### config.mk
export PLATFORM = sky130hd
export DESIGN_NAME = bram_read_arbiter
export DESIGN_NICKNAME = d
export VERILOG_FILES = /design/src/rtl/bram_read_arbiter.sv
export SDC_FILE = /design/constraint.sdc
export NUM_CORES = 1
export LEC_CHECK = 0
export ABC_AREA = 0
export CAP_MARGIN = 10
export CORE_MARGIN = 1
export CORE_UTILIZATION = 34
export DETAILED_ROUTE_END_ITERATION = 16
export PLACE_DENSITY = 0.82
export SLEW_MARGIN = 20
export SYNTH_ARGS = -nofsm -noshare
export SYNTH_HDL_FRONTEND = slang
export SYNTH_SLANG_ARGS = --single-unit
### constraint.sdc
create_clock -name clk -period 3.35 [get_ports clk]
set_input_delay 0.67 -clock clk [delete_from_list [all_inputs] [get_ports clk]]
set_output_delay 0.67 -clock clk [all_outputs]
set_load 0.01 [all_outputs]
### src/rtl/bram_read_arbiter.sv
// Round-robin arbiter sharing one BRAM read port among N_PORTS requesters.
// Port 0 is the host, which can lock out the others; contention is counted.
module bram_read_arbiter #(
  parameter int unsigned N_PORTS    = 4,
  parameter int unsigned ADDR_WIDTH = 9,
  parameter int unsigned DATA_WIDTH = 64,
  parameter int unsigned REG_WIDTH  = 32
) (
  input  logic                          clk,
  input  logic                          rst_n,
  input  logic [N_PORTS-1:0]            req_valid,
  input  logic [N_PORTS*ADDR_WIDTH-1:0] req_addr,
  output logic [N_PORTS-1:0]            req_ready,
  output logic [N_PORTS-1:0]            resp_valid,
  output logic [DATA_WIDTH-1:0]         resp_data,
  input  logic                          host_lock,
  input  logic                          clr_stats,
  output logic [REG_WIDTH-1:0]          contention_cc,
  output logic [ADDR_WIDTH-1:0]         mem_r_addr,
  output logic                          mem_r_valid,
  input  logic [DATA_WIDTH-1:0]         mem_r_data
);

  localparam int unsigned        IDX_W     = (N_PORTS > 1) ? $clog2(N_PORTS) : 1;
  localparam logic [N_PORTS-1:0] PORT0     = N_PORTS'(1);
  localparam logic [IDX_W-1:0]   LAST_PORT = IDX_W'(N_PORTS - 1);

  logic [N_PORTS-1:0]   elig_c;
  logic                 grant_c;
  logic [IDX_W-1:0]     gidx_c;
  logic [IDX_W-1:0]     cand_c;
  logic                 multi_c;

  logic [IDX_W-1:0]     last_q, last_d;
  logic                 rsp_pending_q, rsp_pending_d;
  logic [IDX_W-1:0]     rsp_port_q, rsp_port_d;
  logic [REG_WIDTH-1:0] cnt_q, cnt_d;

  assign elig_c  = host_lock ? (req_valid & PORT0) : req_valid;
  assign multi_c = ($countones(elig_c) >= 2);

  // First eligible port after the last winner, wrapping.
  always_comb begin
    grant_c = 1'b0;
    gidx_c  = '0;
    cand_c  = '0;
    for (int unsigned k = 1; k <= N_PORTS; k++) begin
      cand_c = IDX_W'((32'(last_q) + k) % N_PORTS);
      if (!grant_c && elig_c[cand_c]) begin
        grant_c = 1'b1;
        gidx_c  = cand_c;
      end
    end
  end

  always_comb begin
    last_d        = last_q;
    rsp_pending_d = grant_c;
    rsp_port_d    = gidx_c;
    cnt_d         = cnt_q;
    if (grant_c) begin
      last_d = gidx_c;
    end
    if (clr_stats) begin
      cnt_d = '0;
    end else if (multi_c && (cnt_q != '1)) begin
      cnt_d = cnt_q + REG_WIDTH'(1);
    end
  end

  always_ff @(posedge clk or negedge rst_n) begin
    if (!rst_n) begin
      last_q        <= LAST_PORT;
      rsp_pending_q <= 1'b0;
      rsp_port_q    <= '0;
      cnt_q         <= '0;
    end else begin
      last_q        <= last_d;
      rsp_pending_q <= rsp_pending_d;
      rsp_port_q    <= rsp_port_d;
      cnt_q         <= cnt_d;
    end
  end

  // Grant side is same-cycle; response side follows the BRAM's one-cycle latency.
  assign req_ready     = grant_c ? (PORT0 << gidx_c) : '0;
  assign mem_r_valid   = grant_c;
  assign mem_r_addr    = grant_c ? req_addr[32'(gidx_c)*ADDR_WIDTH +: ADDR_WIDTH] : '0;
  assign resp_valid    = rsp_pending_q ? (PORT0 << rsp_port_q) : '0;
  assign resp_data     = rsp_pending_q ? mem_r_data : '0;
  assign contention_cc = cnt_q;

endmodule

==> results of run 1 <==
state kept, by name, indices dropped and copies added (netlist names):
register       flops
last_q             2
contention_cc     32
rsp_pending_q      1
rsp_port_q         2
final cells by class:
type,count,area [sq um],area share (%)
clock inverter,3,17.5,0.329
tap,102,128,2.39
inverter,10,37.5,0.704
clock buffer,5,68.8,1.29
sequential,37,928,17.4
timing repair buffer,245,2410,45.2
multi-input combinational,274,1740,32.6
worst max path at each step:
stage / start / to / slack (ns)
final: host_lock / mem_r_addr[3] / 0.12
after global routing: host_lock / mem_r_addr[6] / -0.002
after CTS: req_valid[3] / mem_r_addr[4] / 0.006
after detailed placement: req_valid[3] / mem_r_addr[4] / -0.29
after global placement: req_valid[1] / mem_r_addr[7] / -0.23
after floorplan: req_valid[1] / mem_r_addr[1] / 0.49
cells by family (layout without fill, tap and decap cells):
family | count (synthesis) | in the layout
compound gates | 75 | 75
xor+xnor | 3 | 3
fa+ha+maj | 4 | 4
buf+inv | 29 | 263
flops | 37 | 37
mux | 21 | 21
simple gates | 171 | 171
report_power, final:
group | internal [W] | switching, W | leakage, nW
registers | 0.000460 | 0.0000118 | 0.503
logic | 0.000349 | 0.000255 | 1.62
clock network | 0.000144 | 0.000168 | 0.0439
total | 0.000952 | 0.000434 | 2.16
per-stage QoR:
stage / hold WS [ns] / util (%) / cell area (sq um)
after floorplan: 0.374 / - / 2790
after global placement: 0.490 / 66.2 / 5200
after detailed placement: 0.488 / 66.2 / 5200
after CTS: 0.503 / 67.1 / 5270
after global routing: 0.524 / 67.9 / 5330
final: 0.503 / 67.9 / 5330
per-layer routing:
metal,vias to the layer above,wire [microns]
li1,1689,-
met1,1724,5750
met2,200,6000
met3,22,1710
met4,0,198
met5,-,0
cell usage after synthesis, drive strengths merged, types with 3 or more instances:
cell | n | area share (%)
nor2b | 5 | 1.1
dfrtp | 35 | 31
a21oi | 25 | 4.5
o31ai | 9 | 2.9
o21bai | 3 | 0.81
nor2 | 17 | 2.3
clkbuf | 16 | 2.2
nand2 | 17 | 2.3
inv | 10 | 1.3
nand4 | 13 | 2.9
nand3 | 10 | 1.8
and3 | 6 | 1.3
o22ai | 9 | 2.0
or4 | 8 | 2.3
or3 | 17 | 3.8
o21ai | 20 | 3.6
mux2i | 19 | 6.8
and2 | 67 | 15
buf | 3 | 0.99
or2 | 3 | 0.67
critical path, cell delays in order:
cell and delay, ns:
clkdlybuf4s50_1 0.52, o21bai_1 0.21, a221o_2 0.37, clkbuf_16 0.17, buf_4 0.13, mux2i_1 0.12, o22ai_1 0.20, clkbuf_2 0.17
timing repair:
action                                  CTS  global route
gates resized for setup                  15            27
endpoints found under the setup margin   13             9
cloned                                    0             2
hold endpoints to repair                  0             0
pin swaps                                 0             3
setup buffers                             0             5
==> summary.txt, run 1 <==
Worst setup path
  • Critical path launch point type: input port
  • Worst R2R Start: contention_cc[21]
  • Worst-case reg-to-reg path depth: 6
  • Crit Path Max Fanout: 6
  • Worst Setup Path Type: input port to output pin
  • R2r endpoint: contention_cc[1]
  • Crit path required time: 2.68 ns
  • Worst path arrival time: 2.56 ns
  • Reg2reg setup slack: 0.86 ns
  • CP endpoint kind: output pin

Finish
  • Share of cells above drive strength 1: 8.89%
  • Ant. Diodes: 0
  • Nets: 683
  • Area grow syn2layout: 91.0%
  • Commonest non-fill, non-tap cell in the layout: clkdlybuf4s50_1
  • Commonest cells after routing, fill and taps aside: clkdlybuf4s50_1, and2_1, dfrtp_1, a21oi_1
  • Filler cells: 621
  • Final non-filler cell total: 676

Logic synthesis
  • YS warnings: 0
  • Mapped cell area: 0.00279 sq mm
  • Net Count, Synth: 450
  • Post-synthesis mux area share: 7.62%
  • Async S/R FF share, synth: 100%
  • Compound-cell area share of the yosys netlist: 16.5%
  • Predominant post-synthesis flop cell: dfrtp_1
  • Flop and latch count out of synthesis: 37
  • Post-Synth XOR/XNOR Area: 0.941%
  • Post-synthesis cell count: 340
  • Synth Area in Adders: 1.61%
  • Unique cell type count in the Yosys netlist: 45
  • Largest family of logic cells by synthesized area: simple AND/OR/NAND/NOR gates
  • Sequential area share after synthesis: 33.3%
  • Post-synth EDFFs: 0
  • Synthesized area per cell: 8.21 sq um
  • Simple-gate share of the synthesized area: 35.6%

Timing
  • Fin worst setup slack: 0.123 ns
  • Setup total negative slack: 0 ns
  • Hold Fails Final Rpt: 0
  • Least-Margin Pin Slew: 0.914 ns
  • Final-report max-slew violation count: 0
  • Final Cycle Share: 96.3%
  • Slew headroom: 38.9%
  • # setup viols final: 0
  • Clk_skew: 0.00992 ns
  • Max Freq: 310 MHz
  • Tmin final: 3.23 ns

GRT
  • Global route hottest layer: met2
  • Number of antenna violations at the first check in global routing: 0
  • All-Layer GR Usage: 29.9%
  • Met1 Usage GRT: 40.0%
  • Routing usage on met2: 46.3%
  • Met3 GRT Util: 12.1%
  • Largest net degree at the start of global routing: 38
  • Number of global-route vias before repair: 3355
  • Global-route wire length before repair: 19300 microns
  • GR Overflow Total: 0

Min path
  • Worst Hold Class: flip-flop to flip-flop
  • Hold path start: last_q[1]
  • Hold worst-path end: last_q[1]
  • Worst Hold Depth: 2

Die
  • Effective utilization at floorplan: 35.6%
  • # rows: 32
  • Core area: 0.00785 sq mm
  • DIE AREA: 0.00858 sq mm
  • IO Count: 222
  • Die span in x: 92.6 microns
  • Die H: 92.6 microns

Place
  • Place WS: -0.293 ns
  • Dpl hpwl: 10500 microns
  • Dpl cells: 661
  • Placer Congestion: 0.951
  • Port Buffer Count: 221

Clock tree
  • Clk Latency, worst-skew pair: 0.30 ns
  • Clock Pin Slew Worst Setup and Hold Paths: 0.07 ns
  • Clock sink count: 37
  • Clock root buffer master: clkbuf_8
  • CTS tree: done
  • H-tree levels: 2
  • Clk buf depth: 2
  • Clock buffer count from CTS: 5
  • Hold buffers post-CTS: 0

Job
  • Max Cap Viol: 0

Drt
  • DRC viols: 0
  • DR WL/cell: 20.2 microns
  • Via count: 3635
  • 1st-iter DRT viols: 224
  • Routed Antenna Nets: 0
  • Pre-Repair DR Iteration Count: 5
  • Total wire length: 13700 microns
  • Vias per cell: 5.38

Power
  • Peak supply drop: 0.000211 V
  • Leak: 2.16 nW
  • Pwr dens: 260 mW/mm^2
  • Total power: 0.00139 W

Outcome
  • Status: completed
(Power assumes the default switching activity.)
==> run 2, diff against run 1 <==
--- a/config.mk
+++ b/config.mk
@@ -10,6 +10,7 @@
 export CORE_MARGIN = 1
 export CORE_UTILIZATION = 34
 export DETAILED_ROUTE_END_ITERATION = 16
+export HOLD_SLACK_MARGIN = 0.15
 export PLACE_DENSITY = 0.82
 export SLEW_MARGIN = 20
 export SYNTH_ARGS = -nofsm -noshare
==> results of run 2 <==
No change in the layout: final DEF, timing and power equal those of run 1.
==> run 3, diff against run 2 <==
--- a/config.mk
+++ b/config.mk
@@ -9,9 +9,11 @@
 export CAP_MARGIN = 10
 export CORE_MARGIN = 1
 export CORE_UTILIZATION = 34
+export CTS_CLUSTER_DIAMETER = 120
 export DETAILED_ROUTE_END_ITERATION = 16
 export HOLD_SLACK_MARGIN = 0.15
 export PLACE_DENSITY = 0.82
+export SKIP_CTS_REPAIR_TIMING = 1
 export SLEW_MARGIN = 20
 export SYNTH_ARGS = -nofsm -noshare
 export SYNTH_HDL_FRONTEND = slang
==> run 3 against run 2 <==
Count of clock-buffer cells in the layout is the same. Utilization shrank 0.18 points. Via count shrank 3.3%. Fmax shrank 0.88%. Global-route usage is essentially flat. Register-to-register slack is essentially flat. Critical path type unchanged. Highest routed layer unchanged.
==> summary.txt, run 3 (synthesis gave the netlist of run 1 again) <==
Drt
  • DR WL/cell: 19.9 microns
  • Vias per cell: 5.25
  • Via count: 3515
  • DRC viols: 0
  • 1st-iter DRT viols: 244
  • Pre-Repair DR Iteration Count: 4
  • Total wire length: 13300 microns
  • Routed Antenna Nets: 0

Worst setup path
  • Worst-case reg-to-reg path depth: 6
  • Worst Setup Path Type: input port to output pin
  • Worst path arrival time: 2.59 ns
  • Reg2reg setup slack: 0.86 ns
  • CP endpoint: mem_r_addr[4]
  • Critical path launch point type: input port
  • R2r endpoint: contention_cc[1]
  • Crit path required time: 2.68 ns
  • Setup crit start: req_valid[3]
  • Worst R2R Start: contention_cc[10]
  • Crit Path Max Fanout: 22
  • CP endpoint kind: output pin

Die
  • DIE AREA: 0.00858 sq mm
  • # rows: 32
  • Die span in x: 92.6 microns
  • Effective utilization at floorplan: 35.6%
  • Die H: 92.6 microns
  • Core area: 0.00785 sq mm
  • IO Count: 222

GRT
  • Number of global-route vias before repair: 3361
  • Number of antenna violations at the first check in global routing: 0
  • Largest net degree at the start of global routing: 38
  • Global-route wire length before repair: 19300 microns
  • All-Layer GR Usage: 29.9%
  • GR Overflow Total: 0

Outcome
  • Status: completed

Min path
  • Worst Hold Class: flip-flop to flip-flop

Power
  • Peak supply drop: 0.000210 V
  • Leak: 2.24 nW
  • Pwr dens: 258 mW/mm^2

Timing
  • Hold Fails Final Rpt: 0
  • # setup viols final: 0
  • Least-Margin Pin Slew: 0.919 ns
  • Unrepaired setup endpoints after global routing: no
  • Slew headroom: 38.6%
  • Max Freq: 307 MHz
  • Tmin final: 3.26 ns
  • Final Cycle Share: 97.2%
  • Clk_skew: 0.0104 ns
  • Fin worst setup slack: 0.0938 ns
  • Final-report max-slew violation count: 0

Place
  • Place WS: -0.293 ns
  • Dpl cells: 661
  • Placer Congestion: 0.951
  • Dpl hpwl: 10500 microns
  • Port Buffer Count: 221

Finish
  • Commonest cells after routing, fill and taps aside: clkdlybuf4s50_1, and2_1, dfrtp_1, a21oi_1, mux2i_1
  • Ant. Diodes: 0
  • Final non-filler cell total: 669
  • Area grow syn2layout: 90.5%
  • Nets: 676
  • Share of cells above drive strength 1: 6.17%
  • Largest register FFs: 32
  • Commonest non-fill, non-tap cell in the layout: clkdlybuf4s50_1

Clock tree
  • Clock root buffer master: clkbuf_8
  • Clk buf depth: 2
  • Clock buffer count from CTS: 5
  • H-tree levels: 2
  • Clock Pin Slew Worst Setup and Hold Paths: 0.07 ns
  • CTS tree: done
  • Clock sink count: 37
  • Clk Latency, worst-skew pair: 0.30 ns

Job
  • Max Cap Viol: 0
-- run 3: changes by cell type in the layout (fill, tap and decap cells not counted), moves of 2 or more --
cell	delta
clkbuf_2	-5
dlymetal6s2s_1	+11
clkdlybuf4s50_1	+2
buf_2	-4
dlygate4sd2_1	-3
clkbuf_16	-2
buf_4	-4
-- run 3: layer usage --
| metal | GRT usage [%] | vias to the layer above | routed length [microns] |
|---|---|---|---|
| met4 | 4.74 | 0 | 174 |
| met3 | 12.7 | 15 | 1720 |
| met2 | 46.2 | 183 | 5830 |
| met1 | 39.6 | 1644 | 5600 |
| li1 | - | 1673 | - |
| met5 | 0 | - | 0 |
-- run 3: area by class of cell --
type	instances	area [sq um]
Fill cell	621	2530
Clock inverter	3	17.5
Sequential cell	37	928
Multi-Input combinational cell	274	1740
Inverter	10	37.5
Tap cell	102	128
Timing Repair Buffer	238	2400
Clock buffer	5	68.8
-- run 3: worst min path at each step --
stage	start	cells after the start	endpoint	slack, ns
after floorplan	rst_n	0	contention_cc[0]	0.37
after global placement	last_q[1]	2	last_q[1]	0.49
after detailed placement	last_q[1]	2	last_q[1]	0.49
after CTS	last_q[1]	2	last_q[1]	0.50
after global routing	last_q[1]	2	last_q[1]	0.52
final	last_q[1]	2	last_q[1]	0.50
-- run 3: power by group --
| group | leakage [nW] | internal, W | total (W) | switching [W] |
|---|---|---|---|---|
| clock network | 0.0439 | 0.000144 | 0.000312 | 0.000169 |
| logic | 1.70 | 0.000344 | 0.000589 | 0.000245 |
| registers | 0.503 | 0.000460 | 0.000471 | 0.0000116 |
| total | 2.24 | 0.000947 | 0.00137 | 0.000425 |
-- run 3: metrics by stage --
step | TNS, ns | utilization, % | area (sq um) | total power (W) | hold slack (ns)
floorplan | 0 | - | 2790 | 0.000689 | 0.374
detailed placement | -2.53 | 66.2 | 5200 | 0.00107 | 0.488
finish | 0 | 67.8 | 5320 | 0.00137 | 0.504
global placement | -2.12 | 66.2 | 5200 | 0.00106 | 0.490
CTS | -2.54 | 67.3 | 5280 | 0.00138 | 0.503
global route | 0 | 67.8 | 5320 | 0.00144 | 0.524
-- run 3: critical path, stage by stage --
cell and delay (ns):
clkdlybuf4s50_1 0.50, inv_1 0.06, maj3_1 0.35, a221o_1 0.34, buf_12 0.18, mux2i_1 0.13
o22ai_1 0.16, dlymetal6s2s_1 0.20
